`src/rtl/message_display_mux.sv`:
```
// Time-multiplexed 7-segment driver: scan counter, loadable display register,
// built-in character ROM, blink and blank modes.
module message_display_mux #(
  parameter int NUM_DIGITS     = 4,
  parameter int PRESCALE       = 50000,
  parameter int CHAR_W         = 5,
  parameter int SEG_ACTIVE_LOW = 1,
  parameter int BLINK_DIV      = 64
) (
  input  logic                         clk,
  input  logic                         rst_n,
  input  logic [NUM_DIGITS*CHAR_W-1:0] chars,
  input  logic                         load,
  input  logic                         enable,
  input  logic                         blink_en,
  output logic [6:0]                   seg,
  output logic [NUM_DIGITS-1:0]        dig,
  output logic                         frame_tick
);

  localparam int IDX_W = (NUM_DIGITS > 1) ? $clog2(NUM_DIGITS) : 1;
  localparam int PS_W  = (PRESCALE > 1) ? $clog2(PRESCALE) : 1;
  localparam int BD_W  = (BLINK_DIV > 1) ? $clog2(BLINK_DIV) : 1;
  localparam logic POL = (SEG_ACTIVE_LOW != 0);

  logic [PS_W-1:0]       prescale_reg;
  logic [IDX_W-1:0]      idx_reg;
  logic [CHAR_W-1:0]     disp_reg [NUM_DIGITS];
  logic                  wrap_reg;
  logic                  frame_tick_reg;
  logic [BD_W-1:0]       frame_cnt_reg;
  logic                  phase_reg;
  logic [6:0]            seg_reg;
  logic [NUM_DIGITS-1:0] dig_reg;

  logic                  slot_end;
  logic                  idx_last;
  logic                  blink_wrap;
  logic                  phase_next;
  logic [6:0]            seg_next;
  logic [NUM_DIGITS-1:0] dig_next;

  function automatic logic [6:0] glyph(input logic [CHAR_W-1:0] code);
    logic [6:0] g;
    g = 7'b0000000;
    case (int'(code))
      0:       g = 7'b1111110;
      1:       g = 7'b0110000;
      2:       g = 7'b1101101;
      3:       g = 7'b1111001;
      4:       g = 7'b0110011;
      5:       g = 7'b1011011;
      6:       g = 7'b1011111;
      7:       g = 7'b1110000;
      8:       g = 7'b1111111;
      9:       g = 7'b1111011;
      10:      g = 7'b1110111;
      11:      g = 7'b1001110;
      12:      g = 7'b1001111;
      13:      g = 7'b1000111;
      14:      g = 7'b1100111;
      15:      g = 7'b0001110;
      16:      g = 7'b0000001;
      17:      g = 7'b1011011;
      default: g = 7'b0000000;
    endcase
    return g;
  endfunction

  assign slot_end   = (prescale_reg == PS_W'(PRESCALE - 1));
  assign idx_last   = (idx_reg == IDX_W'(NUM_DIGITS - 1));
  assign blink_wrap = wrap_reg && (frame_cnt_reg == BD_W'(BLINK_DIV - 1));
  // Using the post-edge phase lets blanking start exactly on the frame boundary.
  assign phase_next = phase_reg ^ blink_wrap;

  always_comb begin
    seg_next = {7{POL}};
    dig_next = {NUM_DIGITS{POL}};
    if (enable && !(blink_en && phase_next)) begin
      seg_next = glyph(disp_reg[idx_reg]) ^ {7{POL}};
      dig_next = (NUM_DIGITS'(1) << idx_reg) ^ {NUM_DIGITS{POL}};
    end
  end

  always_ff @(posedge clk or negedge rst_n) begin
    if (!rst_n) begin
      prescale_reg   <= '0;
      idx_reg        <= '0;
      wrap_reg       <= 1'b0;
      frame_tick_reg <= 1'b0;
      frame_cnt_reg  <= '0;
      phase_reg      <= 1'b0;
      seg_reg        <= {7{POL}};
      dig_reg        <= {NUM_DIGITS{POL}};
    end else begin
      if (slot_end) begin
        prescale_reg <= '0;
        idx_reg      <= idx_last ? '0 : idx_reg + 1'b1;
      end else begin
        prescale_reg <= prescale_reg + 1'b1;
      end
      // Two-stage pulse so frame_tick lines up with the output register showing digit 0.
      wrap_reg       <= slot_end && idx_last;
      frame_tick_reg <= wrap_reg;
      if (wrap_reg) begin
        frame_cnt_reg <= blink_wrap ? '0 : frame_cnt_reg + 1'b1;
      end
      phase_reg <= phase_next;
      seg_reg   <= seg_next;
      dig_reg   <= dig_next;
    end
  end

  // Display register captures independently of the scan, so load never disturbs idx.
  generate
    for (genvar gi = 0; gi < NUM_DIGITS; gi++) begin : g_disp
      always_ff @(posedge clk or negedge rst_n) begin
        if (!rst_n) begin
          disp_reg[gi] <= '1;
        end else if (load) begin
          disp_reg[gi] <= chars[gi*CHAR_W +: CHAR_W];
        end
      end
    end
  endgenerate

  assign seg        = seg_reg;
  assign dig        = dig_reg;
  assign frame_tick = frame_tick_reg;

endmodule

```
`config.mk`:
```
export PLATFORM = sky130hd
export DESIGN_NAME = message_display_mux
export DESIGN_NICKNAME = d
export VERILOG_FILES = /design/src/rtl/message_display_mux.sv
export SDC_FILE = /design/constraint.sdc
export NUM_CORES = 1
export LEC_CHECK = 0
export BUFFER_PORTS_ARGS = -buffer_cell sky130_fd_sc_hd__clkbuf_2
export CORE_MARGIN = 2
export CORE_UTILIZATION = 30
export DETAILED_ROUTE_END_ITERATION = 7
export MAX_ROUTING_LAYER = met4
export SLEW_MARGIN = 20
export SYNTH_ARGS = -nofsm -noshare
export SYNTH_HDL_FRONTEND = slang
export SYNTH_SLANG_ARGS = --single-unit
```
`constraint.sdc`:
```
create_clock -name clk -period 2.6 [get_ports clk]
set_input_delay 0.13 -clock clk [delete_from_list [all_inputs] [get_ports clk]]
set_output_delay 0.13 -clock clk [all_outputs]
set_load 0.01 [all_outputs]
```
==> results of run 1 <==
-- power by group --
group | switching, mW | internal [mW]
Combinational | 0.106 | 0.0990
Clock | 0.361 | 0.539
Sequential | 0.0195 | 0.978
-- placed cells by master, fill, tap and decap left out, types with 8 or more instances in the layout --
| cell | instances |
|---|---|
| clkbuf_2 | 36 |
| dfstp_2 | 31 |
| dfrtp_1 | 27 |
| mux2_2 | 23 |
| nor2_1 | 16 |
| ha_1 | 13 |
| clkbuf_8 | 12 |
| nand2_1 | 11 |
| inv_1 | 10 |
| xnor2_1 | 10 |
| xor2_1 | 9 |
| nor3_1 | 8 |
-- per-layer routing --
metal / part of all wire / vias to the layer above / global-route usage
met3: 0.027 / 11 / 0.0221
met2: 0.44 / 29 / 0.151
li1: - / 887 / -
met4: 0.028 / 0 / 0.0686
met1: 0.51 / 886 / 0.157
met5: 0 / - / -
-- critical path, delay by kind of cell, from the launching register on --
family | cells | cell delay [ns]
flops | 1 | 0.44
buf+inv | 2 | 0.22
mux | 1 | 0.68
fa+ha+maj | 1 | 0.24
compound gates | 2 | 0.48
simple gates | 1 | 0.07
-- what timing repair did --
action                                 in CTS  in global routing
endpoints found under the hold margin      24                  0
setup endpoints to repair                   0                  0
hold buffers                                1                  0
setup buffers                               0                  0
-- per-stage QoR --
step | power, mW | hold slack [ns]
after global placement | 1.22 | 0.279
final | 2.10 | 0.0277
after floorplan | 1.15 | -0.166
after detailed placement | 1.22 | 0.288
after global routing | 2.19 | 0.0214
after CTS | 2.13 | 0.0106
-- cells by family (layout without fill, tap and decap cells) --
kind of cell / after synthesis / after routing / synth area share
simple gates: 71 / 71 / 0.137
xor+xnor: 19 / 19 / 0.0586
flops: 58 / 58 / 0.525
fa+ha+maj: 13 / 13 / 0.0573
buf+inv: 18 / 68 / 0.0326
mux: 32 / 32 / 0.149
compound gates: 16 / 16 / 0.0401
-- worst min path at each step --
stage	end	cells after the start
final	disp_reg[16]$_DFFE_PN1P_	2
after global routing	disp_reg[16]$_DFFE_PN1P_	2
after CTS	disp_reg[16]$_DFFE_PN1P_	2
after detailed placement	idx_reg[0]$_DFFE_PN0N_	1
after global placement	phase_reg$_DFF_PN0_	1
after floorplan	frame_cnt_reg[0]$_DFFE_PN0P_	0
-- final cells by class --
type / count / area share
Sequential cell: 58 / 0.441
Clock inverter: 2 / 0.00371
Timing Repair Buffer: 41 / 0.0652
Multi-Input combinational cell: 151 / 0.372
Inverter: 11 / 0.0122
Clock buffer: 14 / 0.0638
Tap cell: 111 / 0.0411
==> results.sh, run 1 <==
export IMPL_final_hold_violation_count=0
export IMPL_postSynth_asyncResetShare=1.00
export IMPL_max_stage_delay_ns=0.68
export IMPL_grt_pass1_vias=1792
export IMPL_die_width_um=101
export IMPL_cap_violations=0
export IMPL_cts_path_max_buffers=2
export IMPL_crit_path_top_delay_cell="mux4_1"
export IMPL_r2r_end="seg[3]$_DFF_PN1_"
export IMPL_end_kind="flip-flop"
export IMPL_multi_input_area_um2=1260
export IMPL_p_per_area_nw_per_um2=623
export IMPL_start_kind="flip-flop"
export IMPL_drcViolationCount=0
export IMPL_path_cells="mux4_1, clkinv_1, ha_1, inv_1, nor2_1, o211a_1, o31ai_1"
export IMPL_synth_top_area_frac=0.287
export IMPL_drt_initial_drc_count=55
export IMPL_crit_type="reg -> reg"
export IMPL_synth_nets=265
export IMPL_core_area_um2=9200
export IMPL_final_cells=388
export IMPL_rsz0062_at_grt="false"
export IMPL_io_buffers=36
export IMPL_post_synth_top_area_cell="dfstp_2"
export IMPL_fin_util=0.367
export IMPL_clock_root_buffer="clkbuf_8"
export IMPL_cts_tree="done"
export IMPL_drive_gt1_frac=0.433
export IMPL_ir_drop_mv=0.218
export IMPL_start_util=0.309
export IMPL_fillCellCount=898
export IMPL_worstMarginPinSlew_ns=0.827
export IMPL_cts_buffers_inserted=9
export IMPL_fin_crit_ns=2.21
export IMPL_drt_wl_total_um=5130
export IMPL_ys_ff_latch=58
export IMPL_antenna_left=0
export IMPL_grt_start_max_net_pins=35
export IMPL_final_setup_viol_count=0
export IMPL_totalNegativeSetupSlack_ns=0
export IMPL_synth_common_cells="dfstp_2, dfrtp_1, mux2_2"
export IMPL_wl_per_cell_um=13.2
export IMPL_final_nets=310
export IMPL_n_antenna_cell=0
export IMPL_route_detailed_vias_per_inst=4.67
export IMPL_insertion_delay_ns=0.33
export IMPL_synth_area_leaders="dfstp_2, dfrtp_1, mux2_2, ha_1, mux4_2"
export IMPL_grt_usage=0.113
export IMPL_postPlaceCellArea_um2=3140
export IMPL_clock_fmax_mhz=452
export IMPL_r2r_start="idx_reg[0]$_DFFE_PN0N_"
export IMPL_clock_sinks=58
export IMPL_design_area_um2=3380
export IMPL_dpl_cell_count=371
export IMPL_post_cts_resized=0
export IMPL_worst_r2r_cell_count=7
export IMPL_area_growth_pct=18.9
export IMPL_avgSynthCellArea_um2=12.5
export IMPL_dp_hpwl_um=3670
export IMPL_pre_cts_ws_ns=0.396
export IMPL_die_area_um2=10300
export IMPL_vias=1813
export IMPL_finalMaxSlewViolations=0
export IMPL_netlist_cell_type_count=44
export IMPL_seqCellArea_um2=1490
export IMPL_gp_congestion=0.825
export IMPL_synth_seq_area_share=0.525
export IMPL_largest_reg_flops=20
export IMPL_cp_required_ns=2.84
export IMPL_setup_ws_ns=0.389
export IMPL_grt_pass1_wl_um=8660
export IMPL_final_period_utilization=0.850
export IMPL_antenna_found_initial=0
export IMPL_critPathCapture="seg[3]$_DFF_PN1_"
export IMPL_firstDrtPassIters=4
export IMPL_holdCritPathClass="in -> reg"
export IMPL_synth_edff_count=0
export IMPL_fin_skew_ns=0.00569
export IMPL_min_delay_start="chars[1]"
export IMPL_synth_most_common_cell="dfstp_2"
export IMPL_die_y_um=101
export IMPL_critPathLaunch="idx_reg[0]$_DFFE_PN0N_"
export IMPL_path_clk_slew_ns=0.07
export IMPL_htreeDepth=3
export IMPL_leakagePower_nw=1.49
export IMPL_postSynthCellCount=227
export IMPL_critPathMaxFanout=5
export IMPL_critPathArrivalTime_ns=2.45
export IMPL_status="finished, final reports clean"
export IMPL_boundaryPins=37
export IMPL_placementRows=35
export IMPL_ys_flop_type="dfstp_2"
export IMPL_netlist_area_um2=2840
export IMPL_slew_limit_headroom=0.448
export IMPL_ys_warn_count=0
export IMPL_grt_ovfl_total=0
export IMPL_timing_reg2reg_setup_slack_ns=0.39
Note: power is estimated with default switching activity, not from simulation.
==> run 2: changes to the inputs <==
BUFFER_PORTS_ARGS = default   (was -buffer_cell sky130_fd_sc_hd__clkbuf_2)
DONT_BUFFER_PORTS = 1   (was default)
==> results.sh, run 2 (synthesis results as in run 1) <==
export IMPL_dp_hpwl_um=3590
export IMPL_die_width_um=101
export IMPL_pre_cts_ws_ns=0.353
export IMPL_wl_per_cell_um=14.0
export IMPL_holdWs_ns=0.185
export IMPL_cap_violations=0
export IMPL_insertion_delay_ns=0.34
export IMPL_clock_sinks=58
export IMPL_drt_wl_total_um=5480
export IMPL_final_nets=313
export IMPL_fillCellCount=891
export IMPL_final_cells=391
export IMPL_dpl_cell_count=333
export IMPL_final_hold_violation_count=0
export IMPL_grt_usage=0.117
export IMPL_antenna_left=0
export IMPL_cts_setup_buffers=0
export IMPL_crit_type="reg -> reg"
export IMPL_post_cts_resized=0
export IMPL_drt_initial_drc_count=49
export IMPL_slew_limit_headroom=0.738
export IMPL_antenna_found_initial=0
export IMPL_totalNegativeSetupSlack_ns=0
export IMPL_seqCellArea_um2=1490
export IMPL_route_detailed_vias_per_inst=4.76
export IMPL_design_area_um2=3570
export IMPL_cts_tree="done"
export IMPL_grt_pass1_wl_um=9000
export IMPL_layout_commonest_cell="dlygate4sd3_1"
export IMPL_worstMarginPinSlew_ns=0.392
export IMPL_final_setup_viol_count=0
export IMPL_path_clk_slew_ns=0.07
export IMPL_critPathArrivalTime_ns=2.52
export IMPL_drcViolationCount=0
export IMPL_p_per_area_nw_per_um2=571
export IMPL_start_util=0.309
export IMPL_vias=1863
export IMPL_leakagePower_nw=1.50
export IMPL_core_area_um2=9200
export IMPL_final_period_utilization=0.874
export IMPL_n_antenna_cell=0
export IMPL_start_kind="flip-flop"
export IMPL_crit_path_top_delay_cell="mux4_1"
export IMPL_largest_reg_flops=20
export IMPL_end_kind="flip-flop"
export IMPL_clock_root_buffer="clkbuf_8"
export IMPL_power_total_mw=2.04
export IMPL_grt_start_max_net_pins=59
export IMPL_multi_input_area_um2=1260
export IMPL_path_cells="mux4_1, clkinv_1, ha_1, inv_1, nor2_1, o211a_1, o31ai_1"
export IMPL_cp_required_ns=2.84
export IMPL_holdCritPathClass="in -> reg"
export IMPL_crit_family="multiplexers"
export IMPL_critPathMaxFanout=5
export IMPL_grt_ovfl_total=0
export IMPL_die_y_um=101
export IMPL_ir_drop_mv=0.210
export IMPL_die_area_um2=10300
export IMPL_cts_path_max_buffers=2
export IMPL_setup_ws_ns=0.327
export IMPL_finalMaxSlewViolations=0
export IMPL_boundaryPins=37
export IMPL_area_growth_pct=25.7
export IMPL_fin_crit_ns=2.27
export IMPL_grt_pass1_vias=1850
export IMPL_critPathBufInv=2
export IMPL_gp_congestion=0.808
export IMPL_cts_buffers_inserted=9
export IMPL_io_buffers=0
export IMPL_fin_skew_ns=0.00767
export IMPL_status="finished, final reports clean"
export IMPL_max_stage_delay_ns=0.69
export IMPL_firstDrtPassIters=4
export IMPL_htreeDepth=3
export IMPL_rsz0062_at_grt="false"
export IMPL_clock_fmax_mhz=440
export IMPL_placementRows=35
export IMPL_fin_util=0.388
export IMPL_drive_gt1_frac=0.296
export IMPL_mostFrequentLayoutCells="dlygate4sd3_1, dfstp_2, dfrtp_1"
export IMPL_postPlaceCellArea_um2=2940
run 2: worst paths after layout:
kind / from / endpoint / slack (ns) / cells past startpoint
worst max-delay path: idx_reg[0]$_DFFE_PN0N_ / seg[3]$_DFF_PN1_ / 0.33 / 7
worst min-delay path: enable / dig[0]$_DFF_PN1_ / 0.18 / 2
worst max register to register: idx_reg[0]$_DFFE_PN0N_ / seg[3]$_DFF_PN1_ / 0.33 / 7
worst min register to register: frame_cnt_reg[5]$_DFFE_PN0P_ / frame_cnt_reg[5]$_DFFE_PN0P_ / 0.48 / 1
max in group asynchronous: rst_n / dig[3]$_DFF_PN1_ / 1.99 / 2
min in group asynchronous: rst_n / frame_cnt_reg[5]$_DFFE_PN0P_ / 0.30 / 2
run 2: worst reg2reg max path, cell delays in order (launching register included):
cell and delay (ns):
dfrtp_1 0.44, mux4_1 0.69, clkinv_1 0.16, ha_1 0.25, inv_1 0.08, nor2_1 0.07, o211a_1 0.24, o31ai_1 0.25
run 2: cell type report:
type	count	share of cell area
Timing Repair Buffer	44	0.127
Tap cell	111	0.0389
Sequential cell	58	0.417
Inverter	11	0.0116
Clock buffer	12	0.0463
Multi-Input combinational cell	151	0.352
Clock inverter	4	0.00666
run 2: timing repair:
| action | 4_1_cts | 5_1_grt |
|---|---|---|
| endpoints found under the setup margin | 0 | 0 |
| hold buffers | 42 | 0 |
| endpoints found under the hold margin | 78 | 0 |
run 2: power breakdown:
| group | leakage [nW] | total, mW | internal [mW] | switching (mW) |
|---|---|---|---|---|
| logic | 0.711 | 0.240 | 0.140 | 0.0999 |
| clock network | 0.0987 | 0.791 | 0.421 | 0.370 |
| registers | 0.689 | 1.01 | 0.979 | 0.0290 |
run 2: layer usage:
layer  track usage  vias to the layer above  wire length [µm]
met3        0.0380                        6               208
met2         0.168                       28              2510
met1         0.153                      930              2690
met5             -                        -                 0
li1              -                      899                 -
met4        0.0499                        0                68
==> run 3: changes to the inputs <==
ABC_AREA = 1   (was default)
==> results.sh, run 3 <==
export IMPL_final_nets=404
export IMPL_core_area_um2=9730
export IMPL_cts_tree="done"
export IMPL_final_period_utilization=0.796
export IMPL_totalNegativeSetupSlack_ns=0
export IMPL_path_clk_slew_ns=0.07
export IMPL_area_growth_pct=19.7
export IMPL_netlist_cell_type_count=28
export IMPL_io_buffers=0
export IMPL_grt_pass1_vias=2269
export IMPL_cts_setup_buffers=0
export IMPL_final_hold_violation_count=0
export IMPL_leakagePower_nw=1.67
export IMPL_ys_ff_latch=58
export IMPL_path_common_cell="nand2_1"
export IMPL_postPlaceCellArea_um2=3120
export IMPL_pre_cts_ws_ns=0.572
export IMPL_critPathMaxFanout=15
export IMPL_max_stage_delay_ns=0.61
export IMPL_fin_util=0.369
export IMPL_grt_usage=0.126
export IMPL_dp_hpwl_um=4280
export IMPL_p_per_area_nw_per_um2=592
export IMPL_synth_nets=376
export IMPL_seqCellArea_um2=1490
export IMPL_synth_top_area_frac=0.272
export IMPL_fin_skew_ns=0.0102
export IMPL_post_synth_top_area_cell="dfstp_2"
export IMPL_die_area_um2=10800
export IMPL_placementRows=36
export IMPL_wl_per_cell_um=11.9
export IMPL_crit_family="simple AND/OR/NAND/NOR gates"
export IMPL_path_cells="inv_2, nand2_1, nand3_1, nand2_1, inv_1, ha_1, inv_1, nor2_4, nand2_1, nand2_1, nand2_1, nand2_1"
export IMPL_start_kind="flip-flop"
export IMPL_synth_seq_area_share=0.497
export IMPL_avgSynthCellArea_um2=8.87
export IMPL_grt_ovfl_total=0
export IMPL_ys_flop_type="dfstp_2"
export IMPL_postSynthCellCount=338
export IMPL_die_width_um=104
export IMPL_cap_violations=0
export IMPL_final_setup_viol_count=0
export IMPL_grt_start_max_net_pins=59
export IMPL_clock_root_buffer="clkbuf_8"
export IMPL_netlist_area_um2=3000
export IMPL_synth_edff_count=0
export IMPL_worst_r2r_cell_count=12
export IMPL_dpl_cell_count=465
export IMPL_whs_path_depth=3
export IMPL_status="finished, final reports clean"
export IMPL_final_cells=504
export IMPL_start_util=0.308
export IMPL_worstMarginPinSlew_ns=0.887
export IMPL_critPathBufInv=3
export IMPL_boundaryPins=37
export IMPL_synth_common_cells="nand2_1, inv_1, nand3_1"
export IMPL_fillCellCount=1014
export IMPL_route_detailed_vias_per_inst=4.38
export IMPL_critPathArrivalTime_ns=2.33
export IMPL_synth_most_common_cell="nand2_1"
export IMPL_clock_sinks=58
export IMPL_rsz0062_at_grt="false"
export IMPL_mostFrequentLayoutCells="nand2_1, inv_1, nand3_1"
export IMPL_largest_reg_flops=20
export IMPL_drt_wl_total_um=5980
export IMPL_synth_area_leaders="dfstp_2, dfrtp_1, nand2_1, mux2_2, nand3_1"
export IMPL_crit_path_top_delay_cell="dfrtp_1"
export IMPL_vias=2207
export IMPL_grt_pass1_wl_um=10500
export IMPL_finalMaxSlewViolations=0
export IMPL_ir_drop_mv=0.329
export IMPL_holdCritPathClass="in -> reg"
export IMPL_antenna_left=0
export IMPL_firstDrtPassIters=4
export IMPL_ys_warn_count=0
export IMPL_crit_type="reg -> reg"
export IMPL_cts_buffers_inserted=9
export IMPL_gp_congestion=0.868
export IMPL_antenna_found_initial=0
export IMPL_htreeDepth=3
export IMPL_layout_commonest_cell="nand2_1"
export IMPL_design_area_um2=3590
export IMPL_multi_input_area_um2=1290
export IMPL_postSynth_asyncResetShare=1.00
export IMPL_cts_path_max_buffers=2
export IMPL_cp_required_ns=2.86
export IMPL_end_kind="flip-flop"
export IMPL_die_y_um=104
export IMPL_path_depth=12
export IMPL_setup_ws_ns=0.531
export IMPL_drcViolationCount=0
export IMPL_slew_limit_headroom=0.407
export IMPL_drt_initial_drc_count=112
export IMPL_insertion_delay_ns=0.34
export IMPL_n_antenna_cell=0
export IMPL_fin_crit_ns=2.07
export IMPL_drive_gt1_frac=0.208
export IMPL_clock_fmax_mhz=483
run 3: worst paths after layout:
kind / endpoint / start / slack (ns)
setup / recovery: seg[6]$_DFF_PN1_ / idx_reg[0]$_DFFE_PN0N_ / 0.53
hold / removal: dig[2]$_DFF_PN1_ / enable / 0.05
setup reg to reg: seg[6]$_DFF_PN1_ / idx_reg[0]$_DFFE_PN0N_ / 0.53
hold reg to reg: prescale_reg[0]$_DFF_PN0_ / prescale_reg[0]$_DFF_PN0_ / 0.47
max in group asynchronous: seg[1]$_DFF_PN1_ / rst_n / 2.00
min in group asynchronous: prescale_reg[8]$_DFF_PN0_ / rst_n / 0.30
run 3: what timing repair did:
item                                    CTS  global route
endpoints found under the setup margin    0             0
hold buffers                             23             0
gates resized for setup                   0             0
endpoints found under the hold margin    78             0
run 3: worst reg2reg max path, cell delays in order (launching register included):
cell and delay, ns:
dfrtp_1 0.61, inv_2 0.21, nand2_1 0.10, nand3_1 0.06
nand2_1 0.25, inv_1 0.15, ha_1 0.21, inv_1 0.13
nor2_4 0.05, nand2_1 0.06, nand2_1 0.05, nand2_1 0.05
nand2_1 0.06
run 3: through the flow:
stage	hold WS [ns]	power (mW)
2_1_floorplan	-0.166	1.14
3_3_place_gp	-0.161	1.17
3_5_place_dp	-0.162	1.17
4_1_cts	0.0335	2.17
5_1_grt	0.0925	2.24
6_report	0.0512	2.13
run 3: kinds of logic after synthesis:
group / synth area share
buffers and inverters: 0.0722
AO/OA/AOI/OAI: 0.0342
XOR/XNOR: 0.0205
multiplexers: 0.0676
adder cells (fa/ha/maj): 0.0543
AND/OR/NAND/NOR: 0.254
flip-flops: 0.497
run 3: cell type report:
cell class	instances	area share
Sequential cell	58	0.415
Multi-Input combinational cell	228	0.359
Timing Repair Buffer	23	0.0690
Inverter	46	0.0488
Tap cell	133	0.0464
Clock buffer	11	0.0394
Clock inverter	5	0.0216
run 3: metal layers:
metal,part of all wire,GRT usage,wire length (µm)
met1,0.53,0.165,3160
met2,0.42,0.177,2490
met3,0.033,0.0326,199
met4,0.022,0.0685,129
met5,0,-,0
run 3: where the power goes:
| group | internal (mW) | total [mW] | switching [mW] |
|---|---|---|---|
| logic | 0.0901 | 0.199 | 0.109 |
| registers | 0.978 | 1.01 | 0.0310 |
| clock network | 0.562 | 0.917 | 0.355 |
| total | 1.63 | 2.13 | 0.495 |
